`src/rtl/cbd_poly_scheduler_if.sv`:
```
// Handshake/data bundle around the CBD polynomial scheduler: command port,
// PRF request, sampler control/beat input and write-buffer strobe.
interface cbd_poly_scheduler_if #(
    parameter int DATA_W = 48
);
    logic              cmd_valid;
    logic              cmd_ready;
    logic [2:0]        cmd_k;
    logic              cmd_eta3;
    logic [7:0]        cmd_nonce;
    logic              prf_req;
    logic [7:0]        prf_nonce;
    logic              prf_ack;
    logic              cbd_start;
    logic              cbd_n;
    logic              cbd_done;
    logic [DATA_W-1:0] cbd_out;
    logic              wb_valid;
    logic [DATA_W-1:0] wb_data;
    logic [7:0]        wb_addr;
    logic              busy;
    logic              sched_done;
    logic              err;

    modport slave (
        input  cmd_valid, cmd_k, cmd_eta3, cmd_nonce, prf_ack, cbd_done, cbd_out,
        output cmd_ready, prf_req, prf_nonce, cbd_start, cbd_n,
               wb_valid, wb_data, wb_addr, busy, sched_done, err
    );

    modport master (
        output cmd_valid, cmd_k, cmd_eta3, cmd_nonce, prf_ack, cbd_done, cbd_out,
        input  cmd_ready, prf_req, prf_nonce, cbd_start, cbd_n,
               wb_valid, wb_data, wb_addr, busy, sched_done, err
    );
endinterface

```
`src/rtl/cbd_poly_scheduler.sv`:
```
// Sequences the CBD sampler over k noise polynomials, tagging each beat with {poly, beat}.
// Optional RUN-state watchdog enabled by defining CBD_SCHED_TIMEOUT_EN.
module cbd_poly_scheduler #(
    parameter int MAX_K          = 4,
    parameter int BEATS_PER_POLY = 64,
    parameter int DATA_W         = 48,
    parameter int TIMEOUT_CYCLES = 1024
) (
    input  logic                  clk,
    input  logic                  reset,
    cbd_poly_scheduler_if.slave   bus
);
    localparam int BW = $clog2(BEATS_PER_POLY);

    localparam logic [2:0] S_IDLE   = 3'd0;
    localparam logic [2:0] S_REQ    = 3'd1;
    localparam logic [2:0] S_RUN    = 3'd2;
    localparam logic [2:0] S_GAP    = 3'd3;
    localparam logic [2:0] S_FINISH = 3'd4;

    if (MAX_K < 1 || MAX_K > 7 || BEATS_PER_POLY < 2 || TIMEOUT_CYCLES < 1) begin : g_bad_cfg
        $error("cbd_poly_scheduler: unsupported parameter set");
    end

    logic [2:0]        state_q, state_d;
    logic [2:0]        k_q, k_d;
    logic              eta3_q, eta3_d;
    logic [7:0]        nonce_q, nonce_d;
    logic [2:0]        poly_idx_q, poly_idx_d;
    logic [BW-1:0]     beat_q, beat_d;
    logic              busy_q, busy_d;
    logic              done_q, done_d;
    logic              err_q, err_d;
    logic              wb_valid_q, wb_valid_d;
    logic [DATA_W-1:0] wb_data_q, wb_data_d;
    logic [7:0]        wb_addr_q, wb_addr_d;
    logic [2:0]        k_clamped;

`ifdef CBD_SCHED_TIMEOUT_EN
    localparam int WD_W = $clog2(TIMEOUT_CYCLES + 1);
    logic [WD_W-1:0]   wd_q, wd_d;
`endif

    assign k_clamped = (bus.cmd_k > 3'(MAX_K)) ? 3'(MAX_K) : bus.cmd_k;

    always_comb begin
        state_d    = state_q;
        k_d        = k_q;
        eta3_d     = eta3_q;
        nonce_d    = nonce_q;
        poly_idx_d = poly_idx_q;
        beat_d     = beat_q;
        busy_d     = busy_q;
        done_d     = 1'b0;
        err_d      = err_q;
        wb_valid_d = 1'b0;
        wb_data_d  = wb_data_q;
        wb_addr_d  = wb_addr_q;
`ifdef CBD_SCHED_TIMEOUT_EN
        wd_d       = wd_q;
`endif
        case (state_q)
            S_IDLE: begin
                if (bus.cmd_valid) begin
                    k_d        = k_clamped;
                    eta3_d     = bus.cmd_eta3;
                    nonce_d    = bus.cmd_nonce;
                    poly_idx_d = 3'd0;
                    err_d      = 1'b0;
                    busy_d     = 1'b1;
                    state_d    = (k_clamped == 3'd0) ? S_FINISH : S_REQ;
                end
            end
            S_REQ: begin
                if (bus.prf_ack) begin
                    beat_d  = '0;
                    state_d = S_RUN;
`ifdef CBD_SCHED_TIMEOUT_EN
                    wd_d    = '0;
`endif
                end
            end
            S_RUN: begin
                if (bus.cbd_done) begin
                    wb_valid_d = 1'b1;
                    wb_data_d  = bus.cbd_out;
                    wb_addr_d  = 8'({poly_idx_q[1:0], beat_q});
                    beat_d     = beat_q + 1'b1;
`ifdef CBD_SCHED_TIMEOUT_EN
                    wd_d       = '0;
`endif
                    if (beat_q == BW'(BEATS_PER_POLY - 1)) begin
                        state_d = S_GAP;
                    end
                end
`ifdef CBD_SCHED_TIMEOUT_EN
                // A stalled sampler abandons the rest of the vector but still completes the command.
                else if (wd_q == WD_W'(TIMEOUT_CYCLES - 1)) begin
                    err_d   = 1'b1;
                    state_d = S_FINISH;
                end else begin
                    wd_d = wd_q + 1'b1;
                end
`endif
            end
            S_GAP: begin
                poly_idx_d = poly_idx_q + 3'd1;
                state_d    = (poly_idx_q == k_q - 3'd1) ? S_FINISH : S_REQ;
            end
            S_FINISH: begin
                busy_d  = 1'b0;
                done_d  = 1'b1;
                state_d = S_IDLE;
            end
            default: state_d = S_IDLE;
        endcase
        // Any sampler beat outside RUN is dropped and flagged, even on the accept cycle.
        if (bus.cbd_done && state_q != S_RUN) begin
            err_d = 1'b1;
        end
    end

    always_ff @(posedge clk) begin
        if (reset) begin
            state_q    <= S_IDLE;
            k_q        <= '0;
            eta3_q     <= 1'b0;
            nonce_q    <= '0;
            poly_idx_q <= '0;
            beat_q     <= '0;
            busy_q     <= 1'b0;
            done_q     <= 1'b0;
            err_q      <= 1'b0;
            wb_valid_q <= 1'b0;
            wb_data_q  <= '0;
            wb_addr_q  <= '0;
`ifdef CBD_SCHED_TIMEOUT_EN
            wd_q       <= '0;
`endif
        end else begin
            state_q    <= state_d;
            k_q        <= k_d;
            eta3_q     <= eta3_d;
            nonce_q    <= nonce_d;
            poly_idx_q <= poly_idx_d;
            beat_q     <= beat_d;
            busy_q     <= busy_d;
            done_q     <= done_d;
            err_q      <= err_d;
            wb_valid_q <= wb_valid_d;
            wb_data_q  <= wb_data_d;
            wb_addr_q  <= wb_addr_d;
`ifdef CBD_SCHED_TIMEOUT_EN
            wd_q       <= wd_d;
`endif
        end
    end

    assign bus.cmd_ready  = (state_q == S_IDLE);
    assign bus.prf_req    = (state_q == S_REQ);
    assign bus.prf_nonce  = (state_q == S_REQ) ? (nonce_q + 8'(poly_idx_q)) : 8'd0;
    assign bus.cbd_start  = (state_q == S_RUN);
    assign bus.cbd_n      = eta3_q;
    assign bus.wb_valid   = wb_valid_q;
    assign bus.wb_data    = wb_data_q;
    assign bus.wb_addr    = wb_addr_q;
    assign bus.busy       = busy_q;
    assign bus.sched_done = done_q;
    assign bus.err        = err_q;
endmodule

```
`src/flat_wrapper.sv`:
```
// flat-port wrapper written by rule: the top's interface ports become plain ports
module cbd_poly_scheduler_flat 
#(
    parameter int MAX_K          = 4,
    parameter int BEATS_PER_POLY = 64,
    parameter int DATA_W         = 48,
    parameter int TIMEOUT_CYCLES = 1024
)
  (clk, reset, bus_cmd_valid, bus_cmd_k, bus_cmd_eta3, bus_cmd_nonce, bus_prf_ack, bus_cbd_done, bus_cbd_out, bus_cmd_ready, bus_prf_req, bus_prf_nonce, bus_cbd_start, bus_cbd_n, bus_wb_valid, bus_wb_data, bus_wb_addr, bus_busy, bus_sched_done, bus_err);
  cbd_poly_scheduler_if #(.DATA_W(DATA_W)) bus_i ();
  input  logic clk;
  input  logic reset;
  input wire logic [$bits(bus_i.cmd_valid)-1:0] bus_cmd_valid;
  input wire logic [$bits(bus_i.cmd_k)-1:0] bus_cmd_k;
  input wire logic [$bits(bus_i.cmd_eta3)-1:0] bus_cmd_eta3;
  input wire logic [$bits(bus_i.cmd_nonce)-1:0] bus_cmd_nonce;
  input wire logic [$bits(bus_i.prf_ack)-1:0] bus_prf_ack;
  input wire logic [$bits(bus_i.cbd_done)-1:0] bus_cbd_done;
  input wire logic [$bits(bus_i.cbd_out)-1:0] bus_cbd_out;
  output wire logic [$bits(bus_i.cmd_ready)-1:0] bus_cmd_ready;
  output wire logic [$bits(bus_i.prf_req)-1:0] bus_prf_req;
  output wire logic [$bits(bus_i.prf_nonce)-1:0] bus_prf_nonce;
  output wire logic [$bits(bus_i.cbd_start)-1:0] bus_cbd_start;
  output wire logic [$bits(bus_i.cbd_n)-1:0] bus_cbd_n;
  output wire logic [$bits(bus_i.wb_valid)-1:0] bus_wb_valid;
  output wire logic [$bits(bus_i.wb_data)-1:0] bus_wb_data;
  output wire logic [$bits(bus_i.wb_addr)-1:0] bus_wb_addr;
  output wire logic [$bits(bus_i.busy)-1:0] bus_busy;
  output wire logic [$bits(bus_i.sched_done)-1:0] bus_sched_done;
  output wire logic [$bits(bus_i.err)-1:0] bus_err;
  assign bus_i.cmd_valid = bus_cmd_valid;
  assign bus_i.cmd_k = bus_cmd_k;
  assign bus_i.cmd_eta3 = bus_cmd_eta3;
  assign bus_i.cmd_nonce = bus_cmd_nonce;
  assign bus_i.prf_ack = bus_prf_ack;
  assign bus_i.cbd_done = bus_cbd_done;
  assign bus_i.cbd_out = bus_cbd_out;
  assign bus_cmd_ready = bus_i.cmd_ready;
  assign bus_prf_req = bus_i.prf_req;
  assign bus_prf_nonce = bus_i.prf_nonce;
  assign bus_cbd_start = bus_i.cbd_start;
  assign bus_cbd_n = bus_i.cbd_n;
  assign bus_wb_valid = bus_i.wb_valid;
  assign bus_wb_data = bus_i.wb_data;
  assign bus_wb_addr = bus_i.wb_addr;
  assign bus_busy = bus_i.busy;
  assign bus_sched_done = bus_i.sched_done;
  assign bus_err = bus_i.err;
  cbd_poly_scheduler #(.MAX_K(MAX_K), .BEATS_PER_POLY(BEATS_PER_POLY), .DATA_W(DATA_W), .TIMEOUT_CYCLES(TIMEOUT_CYCLES)) u_core (.clk(clk), .reset(reset), .bus(bus_i));
endmodule
```
`config.mk`:
```
export PLATFORM = sky130hd
export DESIGN_NAME = cbd_poly_scheduler_flat
export DESIGN_NICKNAME = d
export VERILOG_FILES = /design/src/rtl/cbd_poly_scheduler_if.sv /design/src/rtl/cbd_poly_scheduler.sv /design/src/flat_wrapper.sv
export SDC_FILE = /design/constraint.sdc
export NUM_CORES = 1
export LEC_CHECK = 0
export ABC_AREA = 1
export BUFFER_PORTS_ARGS = -buffer_cell sky130_fd_sc_hd__buf_4
export CELL_PAD_IN_SITES_DETAIL_PLACEMENT = 1
export CELL_PAD_IN_SITES_GLOBAL_PLACEMENT = 2
export CORE_ASPECT_RATIO = 0.7
export CORE_MARGIN = 8
export CORE_UTILIZATION = 25
export CTS_CLUSTER_SIZE = 12
export DETAILED_ROUTE_END_ITERATION = 16
export PLACE_DENSITY = 0.73
export REMOVE_ABC_BUFFERS = 1
export SYNTH_ARGS = -nofsm -noshare
export SYNTH_HDL_FRONTEND = slang
export SYNTH_SLANG_ARGS = --single-unit
```
`constraint.sdc`:
```
create_clock -name clk -period 3.45 [get_ports clk]
set_input_delay 0.69 -clock clk [delete_from_list [all_inputs] [get_ports clk]]
set_output_delay 0.69 -clock clk [all_outputs]
set_load 0.02 [all_outputs]
```
==> results.sh <==
export IMPL_timing_hold_ws_ns=0.4709
export IMPL_cts_buffer_depth=2
export IMPL_final_nets=650
export IMPL_leakage_nw=2.160
export IMPL_p_int_mw=1.953
export IMPL_core_rowCount=35
export IMPL_drt_pass1_iter_count=4
export IMPL_path_max_fanout=4
export IMPL_wl_per_cell_um=14.89
export IMPL_pwr_share_comb=0.209
export IMPL_fin_util=0.3686
export IMPL_post_cts_setup_buffers=0
export IMPL_clock_latency_ns=0.33
export IMPL_grt_antenna_before_repair=0
export IMPL_port_buffers=136
export IMPL_grt_pass1_wl_um=18230
export IMPL_peakVddDrop_uv=232.3
export IMPL_power_density_mw_per_mm2=566.0
export IMPL_wirelength_um=11440
export IMPL_critical_path_class="register to primary output"
export IMPL_grt_max_degree=62
export IMPL_antenna_cells=0
export IMPL_status="complete, no violations"
export IMPL_start_kind="register"
export IMPL_setup_viol=0
export IMPL_min_period_ns=2.669
export IMPL_gp_congestion=0.7904
export IMPL_drive_above_1_share=0.2916
export IMPL_cts_buffers=9
export IMPL_crit_arrival_ns=1.98
export IMPL_boundaryPins=137
export IMPL_vias_per_cell=4.273
export IMPL_fmaxAchievable_ghz=0.3746
export IMPL_p_sw_frac=0.2897
export IMPL_die_y_um=113.4
export IMPL_cp_data_required_time_ns=2.76
export IMPL_start_util=0.2572
export IMPL_core_sq_mm=0.01318
export IMPL_finClkSkew_ns=0.005663
export IMPL_tns_ns=0
export IMPL_netlist_instances=449
export IMPL_synth_distinct_cells=27
export IMPL_clock_power_share=0.392
export IMPL_p_switching_mw=0.7967
export IMPL_grt_pass1_vias=3386
export IMPL_via_count=3282
export IMPL_worstMarginPinSlew_ns=0.6166
export IMPL_dp_slack_ns=1.131
export IMPL_rsz0062_at_grt="false"
export IMPL_htree_num_levels=3
export IMPL_grtUsageTotal=0.1299
export IMPL_overflow=0
export IMPL_root_buffer="clkbuf_16"
export IMPL_maxCapViolCount=0
export IMPL_hold_violations=0
export IMPL_fin_ws_ns=0.7808
export IMPL_syn2layout_area_growth_pct=43.28
export IMPL_dieArea_sq_mm=0.01760
export IMPL_cts_tree="built"
export IMPL_cts_resized=0
export IMPL_yosys_warnings=0
export IMPL_drt_iter0_drc=125
export IMPL_synth_seq_area_share=0.4959
export IMPL_syn_area_sq_mm=0.003391
export IMPL_drv_slew=0
export IMPL_seqPwrFrac=0.399
export IMPL_total_power_mw=2.750
export IMPL_clock_sinks=84
export IMPL_die_w_um=155.2
export IMPL_finalCritPeriodShare=0.7737
export IMPL_holdBufCountCts=0
export IMPL_hpwl_um=8515
export IMPL_hp_class="register to register"
export IMPL_slew_headroom=0.5889
export IMPL_path_clk_slew_ns=0.07
export IMPL_syn_avg_cell_area_sq_um=7.552
export IMPL_ys_ff_latch=84
export IMPL_antenna_left=0
export IMPL_post_route_drc_count=0
export IMPL_cp_end_kind="primary output"
## kinds of logic (layout without fill, tap and decap cells)
kind of cell	count (synthesis)	in the layout	synth area share
simple gates	205	205	0.2439
compound gates	100	100	0.1506
flops	84	84	0.4959
buf+inv	51	185	0.07638
fa+ha+maj	7	7	0.02804
xor+xnor	2	2	0.005167
## area by class of cell
cell class,instances,area [sq um]
fillers,1641,8323
repair buffers,140,1051
flip-flops and latches,84,1682
clock inverters,5,82.58
inverters,29,108.9
multi-input cells,314,1450
well taps,185,231.5
clock buffers,11,252.7
## power by group through the flow
stage | registers (mW) | logic, mW | clock network [mW]
2_1_floorplan | 1.18 | 0.254 | 0
3_3_place_gp | 1.12 | 0.573 | 0
3_5_place_dp | 1.12 | 0.585 | 0
4_1_cts | 1.10 | 0.586 | 1.12
5_1_grt | 1.11 | 0.638 | 1.17
6_report | 1.10 | 0.574 | 1.08
## synthesized netlist by cell type
cell type | count | share of area
a211oi_1 | 1 | 0.0022
a21oi_1 | 31 | 0.046
a21oi_2 | 1 | 0.0026
a31oi_1 | 1 | 0.0018
and3_1 | 1 | 0.0018
buf_4 | 6 | 0.013
buf_6 | 6 | 0.020
clkbuf_1 | 10 | 0.011
clkinv_1 | 1 | 0.0011
dfxtp_1 | 84 | 0.50
fa_1 | 1 | 0.0059
ha_1 | 6 | 0.022
inv_1 | 24 | 0.027
inv_2 | 4 | 0.0044
nand2_1 | 63 | 0.070
nand2_2 | 2 | 0.0037
nand2_4 | 2 | 0.0066
nand3_1 | 8 | 0.012
nor2_1 | 120 | 0.13
nor2_2 | 3 | 0.0055
nor3_1 | 4 | 0.0059
nor3_2 | 2 | 0.0059
o21ai_0 | 32 | 0.047
o21ai_1 | 32 | 0.047
o22ai_1 | 2 | 0.0037
xnor2_1 | 1 | 0.0026
xor2_1 | 1 | 0.0026
## final timing paths
check                                    start                                  to  cells after the start  slack, ns
min              u_core.beat_q[4]$_SDFFE_PP0P_       u_core.beat_q[4]$_SDFFE_PP0P_                      2       0.47
max          u_core.poly_idx_q[0]$_SDFFE_PP0P_                    bus_prf_nonce[4]                      8       0.78
min reg2reg      u_core.beat_q[4]$_SDFFE_PP0P_       u_core.beat_q[4]$_SDFFE_PP0P_                      2       0.47
max reg2reg     u_core.state_q[1]$_SDFFE_PP0P_  u_core.bus.wb_addr[4]$_SDFFE_PP0P_                      9       1.51
## metal layers
metal | up-vias | wire, um | GRT usage
met5 | - | 0 | 0
met4 | 0 | 99 | 0.03673
met3 | 5 | 483 | 0.03476
met2 | 55 | 5387 | 0.2141
met1 | 1524 | 5468 | 0.1644
li1 | 1698 | - | -
## sequential cells by signal, summed over array words and instances (netlist names)
| register | flops |
|---|---|
| u_core.beat_q | 6 |
| u_core.bus.busy | 1 |
| u_core.bus.cbd_n | 1 |
| u_core.bus.err | 1 |
| u_core.bus.sched_done | 1 |
| u_core.bus.wb_addr | 8 |
| u_core.bus.wb_data | 48 |
| u_core.bus.wb_valid | 1 |
| u_core.k_q | 3 |
| u_core.nonce_q | 8 |
| u_core.poly_idx_q | 3 |
| u_core.state_q | 3 |
## per-stage QoR
stage | std cells | area [sq um]
floorplan | 427 | 3241
global placement | 752 | 4523
detailed placement | 752 | 4523
CTS | 768 | 4858
global route | 768 | 4858
finish | 768 | 4858
## layout by cell type, fill, tap and decap left out, drive strengths merged, types with 2 or more instances in the layout
cell type  netlist  final
a21oi           32     32
buf             12    140
bufinv           0      2
clkbuf          10     11
clkinv           1      3
dfxtp           84     84
ha               6      6
inv             28     29
nand2           67     67
nand3            8      8
nor2           123    123
nor3             6      6
o21ai           64     64
o22ai            2      2
## critical path, stage by stage, from the launching register on
cell     delay, ns
dfxtp_1       0.34
ha_1          0.24
fa_1          0.46
nand2_1       0.08
nand2_1       0.07
nand2_1       0.08
inv_1         0.05
nor3_1        0.16
buf_4         0.17
No activity file was read; power rests on OpenSTA's default activity.
